$ cat src/rtl/mmio_io_unit.sv
// Board I/O peripheral: synchronized and debounced switches/buttons, latched press
// events, and a software-written hex word driven onto eight active-low 7-segment digits.
module mmio_io_unit #(
  parameter int DEBOUNCE_CYCLES = 50000
) (
  input  logic        clk,
  input  logic        rst,
  input  logic        io_sel,
  input  logic [3:0]  addr,
  input  logic        wr_en,
  input  logic        rd_en,
  input  logic [31:0] wr_data,
  output logic [31:0] rd_data,
  input  logic [15:0] switch_array,
  input  logic        button0,
  input  logic        button1,
  input  logic        button2,
  input  logic        button3,
  output logic [6:0]  seg0,
  output logic [6:0]  seg1,
  output logic [6:0]  seg2,
  output logic [6:0]  seg3,
  output logic [6:0]  seg4,
  output logic [6:0]  seg5,
  output logic [6:0]  seg6,
  output logic [6:0]  seg7
);

  localparam int NIN = 20;
  localparam int CW  = $clog2(DEBOUNCE_CYCLES + 1);
  localparam logic [CW-1:0] CNT_LAST = CW'(DEBOUNCE_CYCLES - 1);

  logic [NIN-1:0] raw_in, sync_q1, sync_q2, deb_q, deb_nxt;
  logic [CW-1:0]  cnt_q   [NIN];
  logic [CW-1:0]  cnt_nxt [NIN];
  logic [3:0]     btn_rise, flag_q;
  logic [31:0]    disp_q, rd_mux;
  logic [8:0]     ctrl_q;
  logic [1:0]     reg_sel;
  logic           rd_hit, wr_hit;
  logic [6:0]     seg_nxt [8];
  logic           unused_addr;

  assign raw_in      = {button3, button2, button1, button0, switch_array};
  assign reg_sel     = addr[3:2];
  assign unused_addr = ^addr[1:0];
  assign rd_hit      = io_sel & rd_en;
  assign wr_hit      = io_sel & wr_en;

  // The cycle that would bring the count to DEBOUNCE_CYCLES is the one that commits
  // the new level, so the stored count never exceeds DEBOUNCE_CYCLES-1.
  always_comb begin
    deb_nxt = deb_q;
    for (int i = 0; i < NIN; i++) begin
      cnt_nxt[i] = '0;
      if (sync_q2[i] != deb_q[i]) begin
        if (cnt_q[i] == CNT_LAST) deb_nxt[i] = sync_q2[i];
        else                      cnt_nxt[i] = cnt_q[i] + CW'(1);
      end
    end
  end

  always_ff @(posedge clk or negedge rst) begin
    if (!rst) begin
      sync_q1 <= '0;
      sync_q2 <= '0;
      deb_q   <= '0;
      for (int i = 0; i < NIN; i++) cnt_q[i] <= '0;
    end else begin
      sync_q1 <= raw_in;
      sync_q2 <= sync_q1;
      deb_q   <= deb_nxt;
      for (int i = 0; i < NIN; i++) cnt_q[i] <= cnt_nxt[i];
    end
  end

  assign btn_rise = deb_nxt[19:16] & ~deb_q[19:16];

  always_comb begin
    rd_mux = '0;
    case (reg_sel)
      2'd0:    rd_mux = {16'b0, deb_q[15:0]};
      2'd1:    rd_mux = {24'b0, flag_q, deb_q[19:16]};
      2'd2:    rd_mux = disp_q;
      default: rd_mux = {23'b0, ctrl_q};
    endcase
  end

  // A BUTTON read clears the flags, but a press landing on the same edge survives.
  always_ff @(posedge clk or negedge rst) begin
    if (!rst) begin
      rd_data <= '0;
      flag_q  <= '0;
      disp_q  <= '0;
      ctrl_q  <= '0;
    end else begin
      if (rd_hit) rd_data <= rd_mux;
      if (rd_hit && reg_sel == 2'd1) flag_q <= btn_rise;
      else                           flag_q <= flag_q | btn_rise;
      if (wr_hit && reg_sel == 2'd2) disp_q <= wr_data;
      if (wr_hit && reg_sel == 2'd3) ctrl_q <= wr_data[8:0];
    end
  end

  function automatic logic [6:0] hex7(input logic [3:0] n);
    case (n)
      4'h0: hex7 = 7'b1000000;
      4'h1: hex7 = 7'b1111001;
      4'h2: hex7 = 7'b0100100;
      4'h3: hex7 = 7'b0110000;
      4'h4: hex7 = 7'b0011001;
      4'h5: hex7 = 7'b0010010;
      4'h6: hex7 = 7'b0000010;
      4'h7: hex7 = 7'b1111000;
      4'h8: hex7 = 7'b0000000;
      4'h9: hex7 = 7'b0010000;
      4'hA: hex7 = 7'b0001000;
      4'hB: hex7 = 7'b0000011;
      4'hC: hex7 = 7'b1000110;
      4'hD: hex7 = 7'b0100001;
      4'hE: hex7 = 7'b0000110;
      default: hex7 = 7'b0001110;
    endcase
  endfunction

  always_comb begin
    for (int i = 0; i < 8; i++) begin
      seg_nxt[i] = 7'h7F;
      if (ctrl_q[8] && !ctrl_q[i]) seg_nxt[i] = hex7(disp_q[4*i +: 4]);
    end
  end

  always_ff @(posedge clk or negedge rst) begin
    if (!rst) begin
      seg0 <= 7'h7F; seg1 <= 7'h7F; seg2 <= 7'h7F; seg3 <= 7'h7F;
      seg4 <= 7'h7F; seg5 <= 7'h7F; seg6 <= 7'h7F; seg7 <= 7'h7F;
    end else begin
      seg0 <= seg_nxt[0]; seg1 <= seg_nxt[1]; seg2 <= seg_nxt[2]; seg3 <= seg_nxt[3];
      seg4 <= seg_nxt[4]; seg5 <= seg_nxt[5]; seg6 <= seg_nxt[6]; seg7 <= seg_nxt[7];
    end
  end

endmodule
$ cat config.mk
export PLATFORM = sky130hd
export DESIGN_NAME = mmio_io_unit
export DESIGN_NICKNAME = d
export VERILOG_FILES = /design/src/rtl/mmio_io_unit.sv
export SDC_FILE = /design/constraint.sdc
export NUM_CORES = 1
export LEC_CHECK = 0
export ABC_CLOCK_PERIOD_IN_PS = 4500
export CAP_MARGIN = 20
export CORE_UTILIZATION = 50
export CTS_BUF_LIST = sky130_fd_sc_hd__clkbuf_2 sky130_fd_sc_hd__clkbuf_4 sky130_fd_sc_hd__clkbuf_8
export DETAILED_ROUTE_END_ITERATION = 8
export HOLD_SLACK_MARGIN = 0.05
export PLACE_DENSITY = 0.77
export SYNTH_ARGS = -nofsm -noshare
export SYNTH_HDL_FRONTEND = slang
export SYNTH_SLANG_ARGS = --single-unit
$ cat constraint.sdc
create_clock -name clk -period 4.5 [get_ports clk]
set_input_delay 0.9 -clock clk [delete_from_list [all_inputs] [get_ports clk]]
set_output_delay 0.9 -clock clk [all_outputs]
set_load 0.02 [all_outputs]
# --- Yosys cells after proc, flatten, opt, wreduce, memory -nomap -nowiden ---
# Memory sizes are Yosys's and may differ from the RTL's.
# Cells that the tools add are included.
totals:
  register_bits: 513
  rom_bits: 896
  input_bits: 61
  output_inout_bits: 88
  wordCells: 221
  memories: 8
op_classes:
  n_addsub: 20
  eq_ne: 43
  mux: 58
  bitwise_logic: 5
  reduce_logical: 36
memory_table:
  columns: ["name", "words", "word_bits", "rd", "rd_ports_with_merged_regs", "write_ports", "line_no", "rtl"]
  rows:
  - ["(no name shown)", 16, 7, 1, 0, 0, "106", "case (n)"]
  - ["(no name shown)", 16, 7, 1, 0, 0, "106", null]
  - ["(no name shown)", 16, 7, 1, 0, 0, "106", null]
  - ["(no name shown)", 16, 7, 1, 0, 0, "106", null]
  - ["(no name shown)", 16, 7, 1, 0, 0, "106", null]
  - ["(no name shown)", 16, 7, 1, 0, 0, "106", null]
  - ["+2 memories", null, null, null, null, null, null, null]
ops:
  columns: ["cell", "n"]
  rows:
  - ["$mux 16", 40]
  - ["$add 16x1->16 const B", 20]
  - ["$eq 16x16->1 const B", 20]
  - ["$pmux 32 s3", 1]
  - ["$mux 7", 8]
  - ["$reduce_and 2->1", 16]
  - ["$ne 1x1->1", 20]
  - ["$logic_and 1x1->1", 11]
  - ["$logic_not 1->1", 8]
  - ["$mux 1", 8]
  - ["$and 4x4->4", 1]
  - ["$eq 2x2->1 const B", 2]
  - ["$mux 4", 1]
  - ["$not 4->4", 1]
  - ["$or 4x4->4", 1]
  - ["$and 1x1->1", 2]
  - ["$eq 2x1->1 const B", 1]
  - ["$logic_not 2->1", 1]

# --- Depth between registers and ports, before layout ---
depth:
  depth_word: 6
  depth_mapped: 6
  ltp_nobuf: 6

# --- Worst setup path before layout ---
# No wires, ideal clock.
synth_timing:
  kind: "input to register"
  from: "in addr[2]"
  to: "reg rd_data[6]"
  arrival_time_ns: 2.038
  t_required_ns: 4.375
  path_slack_ns: 2.337
  stages: 4
  path_cell_list: "buf_2 -> buf_2 -> mux4_2 -> mux2_2"
synth_via:
  elab_chain_len: 2
synth_lines:
  columns: ["element", "line_no", "rtl"]
  rows:
  - ["start: declaration", "9", "input logic [3:0] addr,"]
  - ["$eq 2x2->1, or another cell as far along", "81", "case (reg_sel)"]
  - ["$pmux 32 s3 *", "81", null]
  - ["end signal: assignment", "97", "if (rd_hit) rd_data <= rd_mux;"]
  - ["end: declaration", "13", "output logic [31:0] rd_data,"]
# Every way passes the cells marked *; elsewhere a longest branch is shown, timed or not.
# A chain may end at the register's enable or synchronous reset.

# --- Worst setup path after layout ---
layout_timing:
  from: "reg seg0[5]"
  to: "out seg0[5]"
layout_rtl:
  columns: ["element", "line_no", "rtl"]
  rows:
  - ["start: declaration", "19", "output logic [6:0] seg0,"]
  - ["start signal: assignment", "138", "seg0 <= seg_nxt[0]; seg1 <= seg_nxt[1]; seg2 <= seg_nxt[2]; seg3 <= seg_nxt[3];"]
# No word-level cell between the ends.

==> results.json <==
{
  "seqPwrFrac_pct": 47.4,
  "async_reset_ff_share_pct": 100.0,
  "grt_pass1_vias": 17420,
  "start_util_pct": 50.88,
  "maxSlewViolCount": 0,
  "fp.dieW_um": 222.9,
  "hp-class": "input pin to asynchronous set/reset pin",
  "nets": 2584,
  "power_frac_clock_pct": 38.4,
  "path_cells": "clkdlybuf4s50_1",
  "clock_latency_ps": 660,
  "core_area_mm2": 0.04795,
  "met3_usage_pct": 5.558,
  "routedWlPerCell_um": 16.15,
  "vias": 17360,
  "gp_congestion": 0.8833,
  "synth_seq_cells": 513,
  "yosys_warnings": 0,
  "rows": 80,
  "critPathLaunchType": "flip-flop",
  "max_slew_margin_pct": 27.26,
  "place_area_mm2": 0.02650,
  "place_ws_ps": 1425,
  "clockBufferDepth": 3,
  "swShare_pct": 26.81,
  "setup_tns_ps": 0,
  "dieHeight_um": 222.9,
  "firstDrtPassIters": 5,
  "post-cts-setup-buffer-count": 0,
  "antenna_found_initial": 5,
  "critPathBufInv": 1,
  "powerDensity_mw_per_mm2": 397.8,
  "rsz0062_at_grt": "false",
  "vias_per_cell": 5.524,
  "final_cell_mix": "dfrtp_1 (457), nor2_1 (358), xnor2_1 (229)",
  "vdd_ir_drop_max_mv": 0.3360,
  "io_buffers": 146,
  "post_synth_inst_count": 2258,
  "drt-total-wl_mm": 50.73,
  "hold_viol": 0,
  "ys_seq_area_share_pct": 52.91,
  "synth_nets": 2387,
  "crit_slowest_cell": "clkdlybuf4s50_1",
  "ys.flop_type": "dfrtp_1",
  "combPwrFrac_pct": 14.2,
  "synth-edff-count": 0,
  "drt_first_iter_violations": 1065,
  "met1_usage_pct": 27.39,
  "cts_buffers": 85,
  "cp.arrival_ps": 1810,
  "ios": 149,
  "fin_crit_sh_pct": 60.33,
  "synth_area_mm2": 0.02439,
  "status": "finished, final reports clean",
  "worst-slew-pin-transition_ps": 1085,
  "use_met2_pct": 33.71,
  "post-dp-hpwl_mm": 34.70,
  "drv_cap": 0,
  "cts_sinks": 513,
  "areaGrowthSynthToFinish_pct": 16.41,
  "max_freq_mhz": 368.3,
  "endpoint_kind": "output port",
  "grt_max_degree": 113,
  "cts_max_level": 3,
  "power.internal_mw": 8.269,
  "top_usage_layer": "met2",
  "holdBufCountCts": 0,
  "final_util_pct": 59.23,
  "grt_pass1_wl_mm": 85.29,
  "p_switching_mw": 3.029,
  "overflow": 0,
  "p_leak_nw": 11.61,
  "die-area_mm2": 0.04967,
  "fin_skew_ps": 21.43,
  "drive_above_1_share_pct": 13.78,
  "stdcell_area_mm2": 0.02840,
  "layout_commonest_cell": "dfrtp_1",
  "drc": 0,
  "slowest_delay_ps": 610,
  "synth.avg_cell_area_um2": 10.80,
  "cts_tree": "yes",
  "fin_ws_ps": 1785,
  "synth_cell_types": 60,
  "fin_crit_ps": 2715,
  "worstPathMaxFanout": 1,
  "cpLargestDelayFamily": "buffers and inverters",
  "grt_usage_pct": 20.89,
  "ant_nets": 0,
  "worst-endpoint-required_ps": 3600,
  "cts-root-buf": "clkbuf_8",
  "setup_viol": 0,
  "ctsResizeCount": 0,
  "clk_pin_slew_ps": 60,
  "crit_type": "flip-flop to output port"
}
-- flip-flops by register name (all words and copies together) (netlist names) --
register  count
cnt_q       320
disp_q       32
rd_data      32
deb_q        20
sync_q1      20
sync_q2      20
ctrl_q        9
seg0          7
seg1          7
seg2          7
seg3          7
seg4          7
seg5          7
seg6          7
seg7          7
flag_q        4
-- synth_stat cells (all sizes together) (7+ instances only) --
cell / count / area (µm²)
a21boi: 11 / 82.58
a21oi: 11 / 58.81
a22o: 16 / 140.1
and3: 8 / 50.05
buf: 28 / 182.7
clkbuf: 24 / 91.33
dfrtp: 457 / 11440
dfstp: 56 / 1471
ha: 68 / 850.8
inv: 98 / 367.9
mux2: 71 / 799.5
mux2i: 20 / 200.2
mux4: 14 / 315.3
nand2: 115 / 431.7
nand2b: 17 / 106.4
nand3: 120 / 600.6
nand4: 89 / 578.1
nand4b: 7 / 61.31
nor2: 358 / 1344
nor2b: 10 / 62.56
nor3: 80 / 400.4
nor4: 110 / 688.2
nor4b: 8 / 70.07
nor4bb: 10 / 100.1
o211ai: 40 / 300.3
o21ai: 28 / 140.1
o311ai: 12 / 105.1
o31ai: 9 / 87.59
o41ai: 8 / 220.2
or2: 7 / 43.79
or3: 12 / 90.08
xnor2: 229 / 2006
xor2: 62 / 543.0
-- area by class of cell --
cell class,instances,area [µm²]
antenna,2,5.005
clock buffer,145,1758
clock inverter,12,96.34
fill,3822,19550
inverter,98,367.9
multi-input combinational,1595,10850
sequential,513,12910
tap,615,769.5
timing repair buffer,162,1640
-- path summary, 6_finish.rpt --
kind	from	end	slack (ps)	cells past startpoint
setup reg to reg	cnt_q[208]$_DFF_PN0_	cnt_q[220]$_DFF_PN0_	2330	4
min in group clk	sync_q1[12]$_DFF_PN0_	sync_q2[12]$_DFF_PN0_	340	0
max in group asynchronous	rst	disp_q[17]$_DFFE_PN0P_	3160	2
hold / removal	rst	cnt_q[20]$_DFF_PN0_	270	1
setup / recovery	seg0[5]$_DFF_PN1_	seg0[5]	1790	1
hold reg to reg	sync_q1[12]$_DFF_PN0_	sync_q2[12]$_DFF_PN0_	340	0
-- power by group through the flow --
stage          clock network, mW  registers, mW  logic (mW)
3_5_place_dp                   0           5.43        1.60
5_1_grt                     4.66           5.41        1.75
3_3_place_gp                   0           5.41        1.54
6_report                    4.34           5.36        1.60
4_1_cts                     4.46           5.36        1.61
2_1_floorplan                  0           5.49       0.780
-- cell families after synthesis --
logic type | synth area share (%)
multiplexers | 5.391
AO/OA/AOI/OAI | 5.247
adder cells (fa/ha/maj) | 3.488
AND/OR/NAND/NOR | 19.88
flip-flops | 52.91
XOR/XNOR | 10.45
buffers and inverters | 2.631
-- per-stage QoR --
step	power, mW	hold slack [ps]	instances
finish	11.30	272.3	3142
global route	11.82	306.4	3142
CTS	11.43	263.2	3135
detailed placement	7.031	334.7	2978
global placement	6.952	332.5	2978
floorplan	6.268	331.2	2258
-- metal layers --
layer,share of wire (%),wire (µm)
met1,44,22540
met2,47,23740
met3,6.1,3108
met4,2.6,1299
met5,0.079,40
No activity file was read; power rests on OpenSTA's default activity.
